### src/rtl/game_key_pkg.sv
// Shared definitions for the PS/2 key encoder and the player blocks.
// The phase codes, one-hot key codes and scan codes all live here.
package game_key_pkg;

   typedef enum logic [1:0] {
      PH_IDLE    = 2'b00,
      PH_POSEDGE = 2'b01,
      PH_HOLD    = 2'b11,
      PH_NEGEDGE = 2'b10
   } phase_t;

   typedef enum logic [1:0] {
      DEC_IDLE,
      DEC_EXT,
      DEC_BRK,
      DEC_EXTBRK
   } dec_state_t;

   localparam logic [4:0] KEY_NONE = 5'b00000;
   localparam logic [4:0] KEY_FWD  = 5'b10000;
   localparam logic [4:0] KEY_BACK = 5'b01000;
   localparam logic [4:0] KEY_UP   = 5'b00100;
   localparam logic [4:0] KEY_DOWN = 5'b00010;
   localparam logic [4:0] KEY_FIRE = 5'b00001;

   localparam logic [7:0] SC_EXT   = 8'hE0;
   localparam logic [7:0] SC_BRK   = 8'hF0;
   localparam logic [7:0] SC_D     = 8'h23;
   localparam logic [7:0] SC_A     = 8'h1C;
   localparam logic [7:0] SC_W     = 8'h1D;
   localparam logic [7:0] SC_S     = 8'h1B;
   localparam logic [7:0] SC_SPACE = 8'h29;
   localparam logic [7:0] SC_ENTER = 8'h5A;
   localparam logic [7:0] SC_RIGHT = 8'h74;
   localparam logic [7:0] SC_LEFT  = 8'h6B;
   localparam logic [7:0] SC_UP    = 8'h75;
   localparam logic [7:0] SC_DOWN  = 8'h72;

   typedef struct packed {
      logic       p1;
      logic       p2;
      logic [4:0] key;
   } key_map_t;

   // Unmapped codes return no player and KEY_NONE.
   function automatic key_map_t map_scan(input logic ext, input logic [7:0] code);
      key_map_t m;
      m = '0;
      if (!ext) begin
         case (code)
            SC_D:     begin m.p1 = 1'b1; m.key = KEY_FWD;  end
            SC_A:     begin m.p1 = 1'b1; m.key = KEY_BACK; end
            SC_W:     begin m.p1 = 1'b1; m.key = KEY_UP;   end
            SC_S:     begin m.p1 = 1'b1; m.key = KEY_DOWN; end
            SC_SPACE: begin m.p1 = 1'b1; m.key = KEY_FIRE; end
            SC_ENTER: begin m.p2 = 1'b1; m.key = KEY_FIRE; end
            default:  m = '0;
         endcase
      end else begin
         case (code)
            SC_RIGHT: begin m.p2 = 1'b1; m.key = KEY_FWD;  end
            SC_LEFT:  begin m.p2 = 1'b1; m.key = KEY_BACK; end
            SC_UP:    begin m.p2 = 1'b1; m.key = KEY_UP;   end
            SC_DOWN:  begin m.p2 = 1'b1; m.key = KEY_DOWN; end
            default:  m = '0;
         endcase
      end
      return m;
   endfunction

endpackage

### src/rtl/ps2_rx.sv
// PS/2 frame receiver: synchronizer, clock glitch filter, frame shifter, timeout.
// Parity is enforced only when PS2_PARITY_CHECK_EN is defined.
module ps2_rx #(
   parameter int TIMEOUT_CYCLES = 50000,
   parameter int FILTER_LEN     = 4
) (
   input  logic       clock,
   input  logic       rst_n,
   input  logic       ps2_clk,
   input  logic       ps2_data,
   output logic       byte_valid,
   output logic [7:0] byte_data,
   output logic       frame_err
);
   localparam int FW = $clog2(FILTER_LEN + 1);
   localparam int TW = $clog2(TIMEOUT_CYCLES + 1);

   logic [1:0]    clk_sync, dat_sync;
   logic          filt_clk;
   logic [FW-1:0] filt_cnt;
   logic [3:0]    bit_cnt;
   logic [7:0]    shift;
   logic [TW-1:0] to_cnt;
   logic          fall;
   logic          frame_ok;
`ifdef PS2_PARITY_CHECK_EN
   logic          parity_bit;
`endif

   always_ff @(posedge clock) begin
      if (!rst_n) begin
         clk_sync <= 2'b11;
         dat_sync <= 2'b11;
         filt_clk <= 1'b1;
         filt_cnt <= FW'(FILTER_LEN - 1);
      end else begin
         clk_sync <= {clk_sync[0], ps2_clk};
         dat_sync <= {dat_sync[0], ps2_data};
         if (clk_sync[1] == filt_clk)
            filt_cnt <= FW'(FILTER_LEN - 1);
         else if (filt_cnt == '0)
            filt_clk <= clk_sync[1];
         else
            filt_cnt <= filt_cnt - 1'b1;
      end
   end

   // The filtered level flips on this cycle; treat that as the sampling edge.
   assign fall      = (filt_cnt == '0) && filt_clk && !clk_sync[1];
   assign byte_data = shift;

   always_comb begin
      frame_ok = dat_sync[1];
`ifdef PS2_PARITY_CHECK_EN
      frame_ok = frame_ok && (^{shift, parity_bit});
`endif
   end

   always_ff @(posedge clock) begin
      if (!rst_n) begin
         bit_cnt    <= 4'd0;
         shift      <= 8'h00;
         to_cnt     <= TW'(TIMEOUT_CYCLES - 1);
         byte_valid <= 1'b0;
         frame_err  <= 1'b0;
`ifdef PS2_PARITY_CHECK_EN
         parity_bit <= 1'b0;
`endif
      end else begin
         byte_valid <= 1'b0;
         frame_err  <= 1'b0;
         if (bit_cnt == 4'd0 || fall)
            to_cnt <= TW'(TIMEOUT_CYCLES - 1);
         else if (to_cnt != '0)
            to_cnt <= to_cnt - 1'b1;

         if (fall) begin
            if (bit_cnt == 4'd0) begin
               if (!dat_sync[1]) bit_cnt <= 4'd1;
            end else if (bit_cnt <= 4'd8) begin
               shift   <= {dat_sync[1], shift[7:1]};
               bit_cnt <= bit_cnt + 4'd1;
            end else if (bit_cnt == 4'd9) begin
`ifdef PS2_PARITY_CHECK_EN
               parity_bit <= dat_sync[1];
`endif
               bit_cnt <= 4'd10;
            end else begin
               bit_cnt <= 4'd0;
               if (frame_ok) byte_valid <= 1'b1;
               else          frame_err  <= 1'b1;
            end
         end else if (bit_cnt != 4'd0 && to_cnt == '0) begin
            bit_cnt   <= 4'd0;
            frame_err <= 1'b1;
         end
      end
   end

endmodule

### src/rtl/ps2_key_encoder.sv
// PS/2 scan-code decoder driving one {phase,key} command bus per player.
// PS2_PARITY_CHECK_EN (passed to ps2_rx) enables parity rejection.
//
// decoder  | meaning
// DEC_IDLE   | waiting for a make code or prefix
// DEC_EXT    | E0 seen
// DEC_BRK    | F0 seen
// DEC_EXTBRK | E0 F0 seen
//
// channel    | meaning
// PH_IDLE    | no active key, bus 00
// PH_POSEDGE | press cycle of the latched key
// PH_HOLD    | key held, repeats ignored
// PH_NEGEDGE | release cycle, then idle
import game_key_pkg::*;

module ps2_key_encoder #(
   parameter int TIMEOUT_CYCLES = 50000,
   parameter int FILTER_LEN     = 4
) (
   input  logic       clock,
   input  logic       rst_n,
   input  logic       ps2_clk,
   input  logic       ps2_data,
   output logic [6:0] key_p1,
   output logic [6:0] key_p2,
   output logic       frame_err
);
   logic       byte_valid;
   logic [7:0] byte_data;
   dec_state_t dec_state, dec_next;
   logic       ev_make, ev_brk, ev_ext;
   key_map_t   map;
   logic [1:0] ch_hit;
   phase_t     ch_state    [2];
   phase_t     ch_next     [2];
   logic [4:0] ch_key      [2];
   logic [4:0] ch_key_next [2];

   ps2_rx #(.TIMEOUT_CYCLES(TIMEOUT_CYCLES), .FILTER_LEN(FILTER_LEN)) u_rx (
      .clock      (clock),
      .rst_n      (rst_n),
      .ps2_clk    (ps2_clk),
      .ps2_data   (ps2_data),
      .byte_valid (byte_valid),
      .byte_data  (byte_data),
      .frame_err  (frame_err)
   );

   always_ff @(posedge clock) begin
      if (!rst_n) dec_state <= DEC_IDLE;
      else        dec_state <= dec_next;
   end

   always_comb begin
      dec_next = dec_state;
      ev_make  = 1'b0;
      ev_brk   = 1'b0;
      ev_ext   = 1'b0;
      if (byte_valid) begin
         case (dec_state)
            DEC_IDLE: begin
               if (byte_data == SC_EXT)      dec_next = DEC_EXT;
               else if (byte_data == SC_BRK) dec_next = DEC_BRK;
               else                          ev_make  = 1'b1;
            end
            DEC_EXT: begin
               if (byte_data == SC_BRK) dec_next = DEC_EXTBRK;
               else begin
                  ev_make  = 1'b1;
                  ev_ext   = 1'b1;
                  dec_next = DEC_IDLE;
               end
            end
            DEC_BRK: begin
               ev_brk   = 1'b1;
               dec_next = DEC_IDLE;
            end
            default: begin
               ev_brk   = 1'b1;
               ev_ext   = 1'b1;
               dec_next = DEC_IDLE;
            end
         endcase
      end
   end

   // A scan code maps to at most one player, so only one channel can react per byte.
   assign map    = map_scan(ev_ext, byte_data);
   assign ch_hit = {map.p2, map.p1};

   always_ff @(posedge clock) begin
      for (int i = 0; i < 2; i++) begin
         if (!rst_n) begin
            ch_state[i] <= PH_IDLE;
            ch_key[i]   <= KEY_NONE;
         end else begin
            ch_state[i] <= ch_next[i];
            ch_key[i]   <= ch_key_next[i];
         end
      end
   end

   always_comb begin
      for (int i = 0; i < 2; i++) begin
         ch_next[i]     = ch_state[i];
         ch_key_next[i] = ch_key[i];
         case (ch_state[i])
            PH_IDLE: begin
               if (ev_make && ch_hit[i]) begin
                  ch_next[i]     = PH_POSEDGE;
                  ch_key_next[i] = map.key;
               end
            end
            PH_POSEDGE:
               ch_next[i] = (ev_brk && ch_hit[i] && map.key == ch_key[i]) ? PH_NEGEDGE : PH_HOLD;
            PH_HOLD: begin
               if (ev_brk && ch_hit[i] && map.key == ch_key[i]) ch_next[i] = PH_NEGEDGE;
            end
            default: begin
               ch_next[i]     = PH_IDLE;
               ch_key_next[i] = KEY_NONE;
            end
         endcase
      end
   end

   assign key_p1 = {ch_state[0], ch_key[0]};
   assign key_p2 = {ch_state[1], ch_key[1]};

endmodule
### config.mk
export PLATFORM = sky130hd
export DESIGN_NAME = ps2_key_encoder
export DESIGN_NICKNAME = d
export VERILOG_FILES = /design/src/rtl/game_key_pkg.sv /design/src/rtl/ps2_rx.sv /design/src/rtl/ps2_key_encoder.sv
export SDC_FILE = /design/constraint.sdc
export NUM_CORES = 1
export LEC_CHECK = 0
export ABC_AREA = 1
export BUFFER_PORTS_ARGS = -buffer_cell sky130_fd_sc_hd__buf_4
export CORE_UTILIZATION = 55
export DETAILED_ROUTE_END_ITERATION = 6
export PLACE_DENSITY = 0.73
export SYNTH_ARGS = -nofsm -noshare
export SYNTH_HDL_FRONTEND = slang
export SYNTH_SLANG_ARGS = --single-unit
### constraint.sdc
create_clock -name clock -period 1.65 [get_ports clock]
set_input_delay 0.0825 -clock clock [delete_from_list [all_inputs] [get_ports clock]]
set_output_delay 0.0825 -clock clock [all_outputs]
set_load 0.05 [all_outputs]
==> impl_metrics.ini <==
[worst_setup_path]
critPathKind = register to register
cp.required_ns = 1.86
path_cells = inv_2 -> nand2_4 -> buf_4 -> nor2_1 -> nand2_1 -> nand3_1 -> o21ai_2 -> inv_2 -> buf_4 -> buf_4 -> nand4_1 -> nand2_1
crit_top_cell = buf_4
end_kind = register
crit_path_top_delay_cell = dfxtp_2
cpPeakStageDelay_ns = 0.37
crit_fanout = 3
start_kind = register
crit_arrival_ns = 1.93

[clock_network]
cts.clk_slew.worst_paths_ns = 0.10
clock_latency_ns = 0.31
cts_made_buffers = 5
root_buffer = clkbuf_8
cts_tree = built
cts_num_sinks = 54
clock_path_buffers = 2
ctsHtreeMaxLevel = 2

[pwr]
p_int_mw = 1.67
power_density_nw_per_um2 = 532
p_comb_frac = 0.021
clkPwrFrac = 0.370
ir_drop_mv = 0.600
switching_share = 0.223
p_switching_uw = 478
power_frac_seq = 0.609
power_leakage_nw = 1.87

[floorplan]
num_rows = 26
ios = 19
coreArea_sq_um = 5170
start_util = 0.580
die_area_sq_um = 5760
die_w_microns = 75.9
die_y_microns = 75.9

[synth]
synth_cell_types = 39
syn-num-nets = 459
synth_async_sr_flop_share = 0
synth.most_common_cell = nand2_1
synthFlopType = dfxtp_1
ys_top_cells_by_area = dfxtp_1 (36%), nand2_1 (15%), inv_1 (7.8%)
synth_top_area_frac = 0.360
ys_seq_area_frac = 0.360
ys_top_cells_by_count = nand2_1 (123), inv_1 (62), dfxtp_1 (54)
synth-warning-count = 0
synth_top_area_cell = dfxtp_1
synth-seq-cells = 54
synth_edf_count = 0
syn_area_sq_um = 3000
syn_inst = 449
syn_avg_cell_area_sq_um = 6.69

[finish]
diodes = 0
utilization = 0.780
nets = 526
fin_cells = 587
drive_gt1_frac = 0.364
syn_to_final_growth_pct = 34.5

[timing]
setup_viol = 7
drv_slew = 0
fin_crit_sh = 1.04
max_freq_mhz = 582
fin_crit_ns = 1.72
maxSlewHeadroom = 0.759
rsz0062_at_grt = yes
setup_ws_ns = -0.0682
finalHoldViolCount = 0
skew_ns = 0.00398
tightest_slew_ns = 0.359

[global_route]
grt_max_degree = 18
grt-ovfl-total = 0
grt_use_total = 0.261
grt_pass1_wl_microns = 11400
grt_pass1_vias = 2695
antenna_found_initial = 0

[placement]
gp_congestion = 0.895
dp_cells = 557
post-dp-hpwl_microns = 5230
port-buffer-count = 18
dp_slack_ns = -0.0292

[detailed_routing]
routed_wl_microns = 7720
firstDrtPassIters = 4
dr.first_iter.drc_count = 233
wl_per_cell_microns = 13.1
ant_nets = 0
drc = 0
via_count = 3098
vias_per_cell = 5.28

[worst_hold_path]
worstHoldPathType = primary input to register

[run_status]
outcome = finished, violations left
violations = setup timing

[run]
max-cap-violations = 0
[layer usage]
metal | part of all wire | GRT usage
met5 | 0 | 0
met4 | 0.030 | 0.0885
met3 | 0.047 | 0.0516
met2 | 0.50 | 0.461
met1 | 0.42 | 0.316
[worst max-delay path, delay by kind of cell (launching register included)]
family	cells	cell delay, ns
AOI/OAI and AO/OA	1	0.17
DFF	1	0.37
buffers and inverters	5	0.54
and+or+nand+nor	6	0.53
[layout by cell type (no fill, tap or decap), drive strengths merged, types with 6 or more instances in the layout]
cell / Yosys / layout
o21ai: 20 / 20
dfxtp: 54 / 54
clkbuf: 2 / 6
buf: 2 / 62
nand4: 8 / 8
nor2: 55 / 55
ha: 6 / 6
nor3: 11 / 11
a21oi: 18 / 18
nand3: 40 / 40
inv: 70 / 71
nand2: 129 / 129
[worst paths after layout]
path	start	to	slack, ns	cells past startpoint
max reg2reg	u_rx.byte_data[3]$_SDFFE_PN0P_	ch_state[0][0]$_SDFFE_PN0P_	-0.07	12
min	rst_n	u_rx.filt_clk$_SDFFE_PN1P_	0.05	2
min reg2reg	u_rx.dat_sync[0]$_SDFF_PN1_	u_rx.dat_sync[1]$_SDFF_PN1_	0.42	1
max	u_rx.byte_data[3]$_SDFFE_PN0P_	ch_state[0][0]$_SDFFE_PN0P_	-0.07	12
[power by group through the flow]
| stage | Combinational [mW] | Sequential (mW) | Clock (mW) |
|---|---|---|---|
| 3_3_place_gp | 0.0355 | 1.34 | 0 |
| 3_5_place_dp | 0.0368 | 1.34 | 0 |
| 4_1_cts | 0.0406 | 1.31 | 0.817 |
| 6_report | 0.0449 | 1.31 | 0.795 |
| 2_1_floorplan | 0.0225 | 1.34 | 0 |
| 5_1_grt | 0.0477 | 1.31 | 0.860 |
[cell type report]
| class | count | area [sq um] |
|---|---|---|
| Multi-Input combinational cell | 321 | 1960 |
| Fill cell | 357 | 1140 |
| Sequential cell | 54 | 1100 |
| Timing Repair Buffer | 64 | 517 |
| Inverter | 70 | 265 |
| Tap cell | 70 | 87.6 |
| Clock buffer | 6 | 82.6 |
| Clock inverter | 2 | 16.3 |
[timing repair]
item                                    CTS  global route
gates resized for setup                  13           108
hold buffers                              2             0
endpoints found under the setup margin   13            37
hold endpoints to repair                  2             0
pin swaps                                 3            24
buffers inserted                          7            13
[state kept, by name (all words and copies together) (netlist names)]
| signal | count |
|---|---|
| ch_state | 4 |
| u_rx.filt_cnt | 3 |
| u_rx.dat_sync | 2 |
| dec_state | 2 |
| u_rx.byte_data | 8 |
| u_rx.to_cnt | 16 |
| u_rx.clk_sync | 2 |
| u_rx.filt_clk | 1 |
| u_rx.byte_valid | 1 |
| u_rx.bit_cnt | 4 |
| ch_key | 10 |
| u_rx.frame_err | 1 |
[logic make-up after synthesis]
group,share of synthesized area
AOI/OAI and AO/OA,0.0975
xor gates and xnor gates,0.0263
adders and majority gates,0.0250
buffers and inverters,0.0930
DFF,0.360
and+or+nand+nor,0.398
[per-stage QoR]
stage	instance area [sq um]	hold slack (ns)	power (mW)	setup TNS (ns)
6_report	4040	0.0454	2.15	-0.147
3_5_place_dp	3400	0.273	1.38	-0.102
5_1_grt	4040	0.0333	2.21	-1.87
3_3_place_gp	3400	0.271	1.38	-0.0276
2_1_floorplan	3000	0.189	1.36	0
4_1_cts	3600	0.0371	2.17	-0.00258
(Power assumes the default switching activity.)
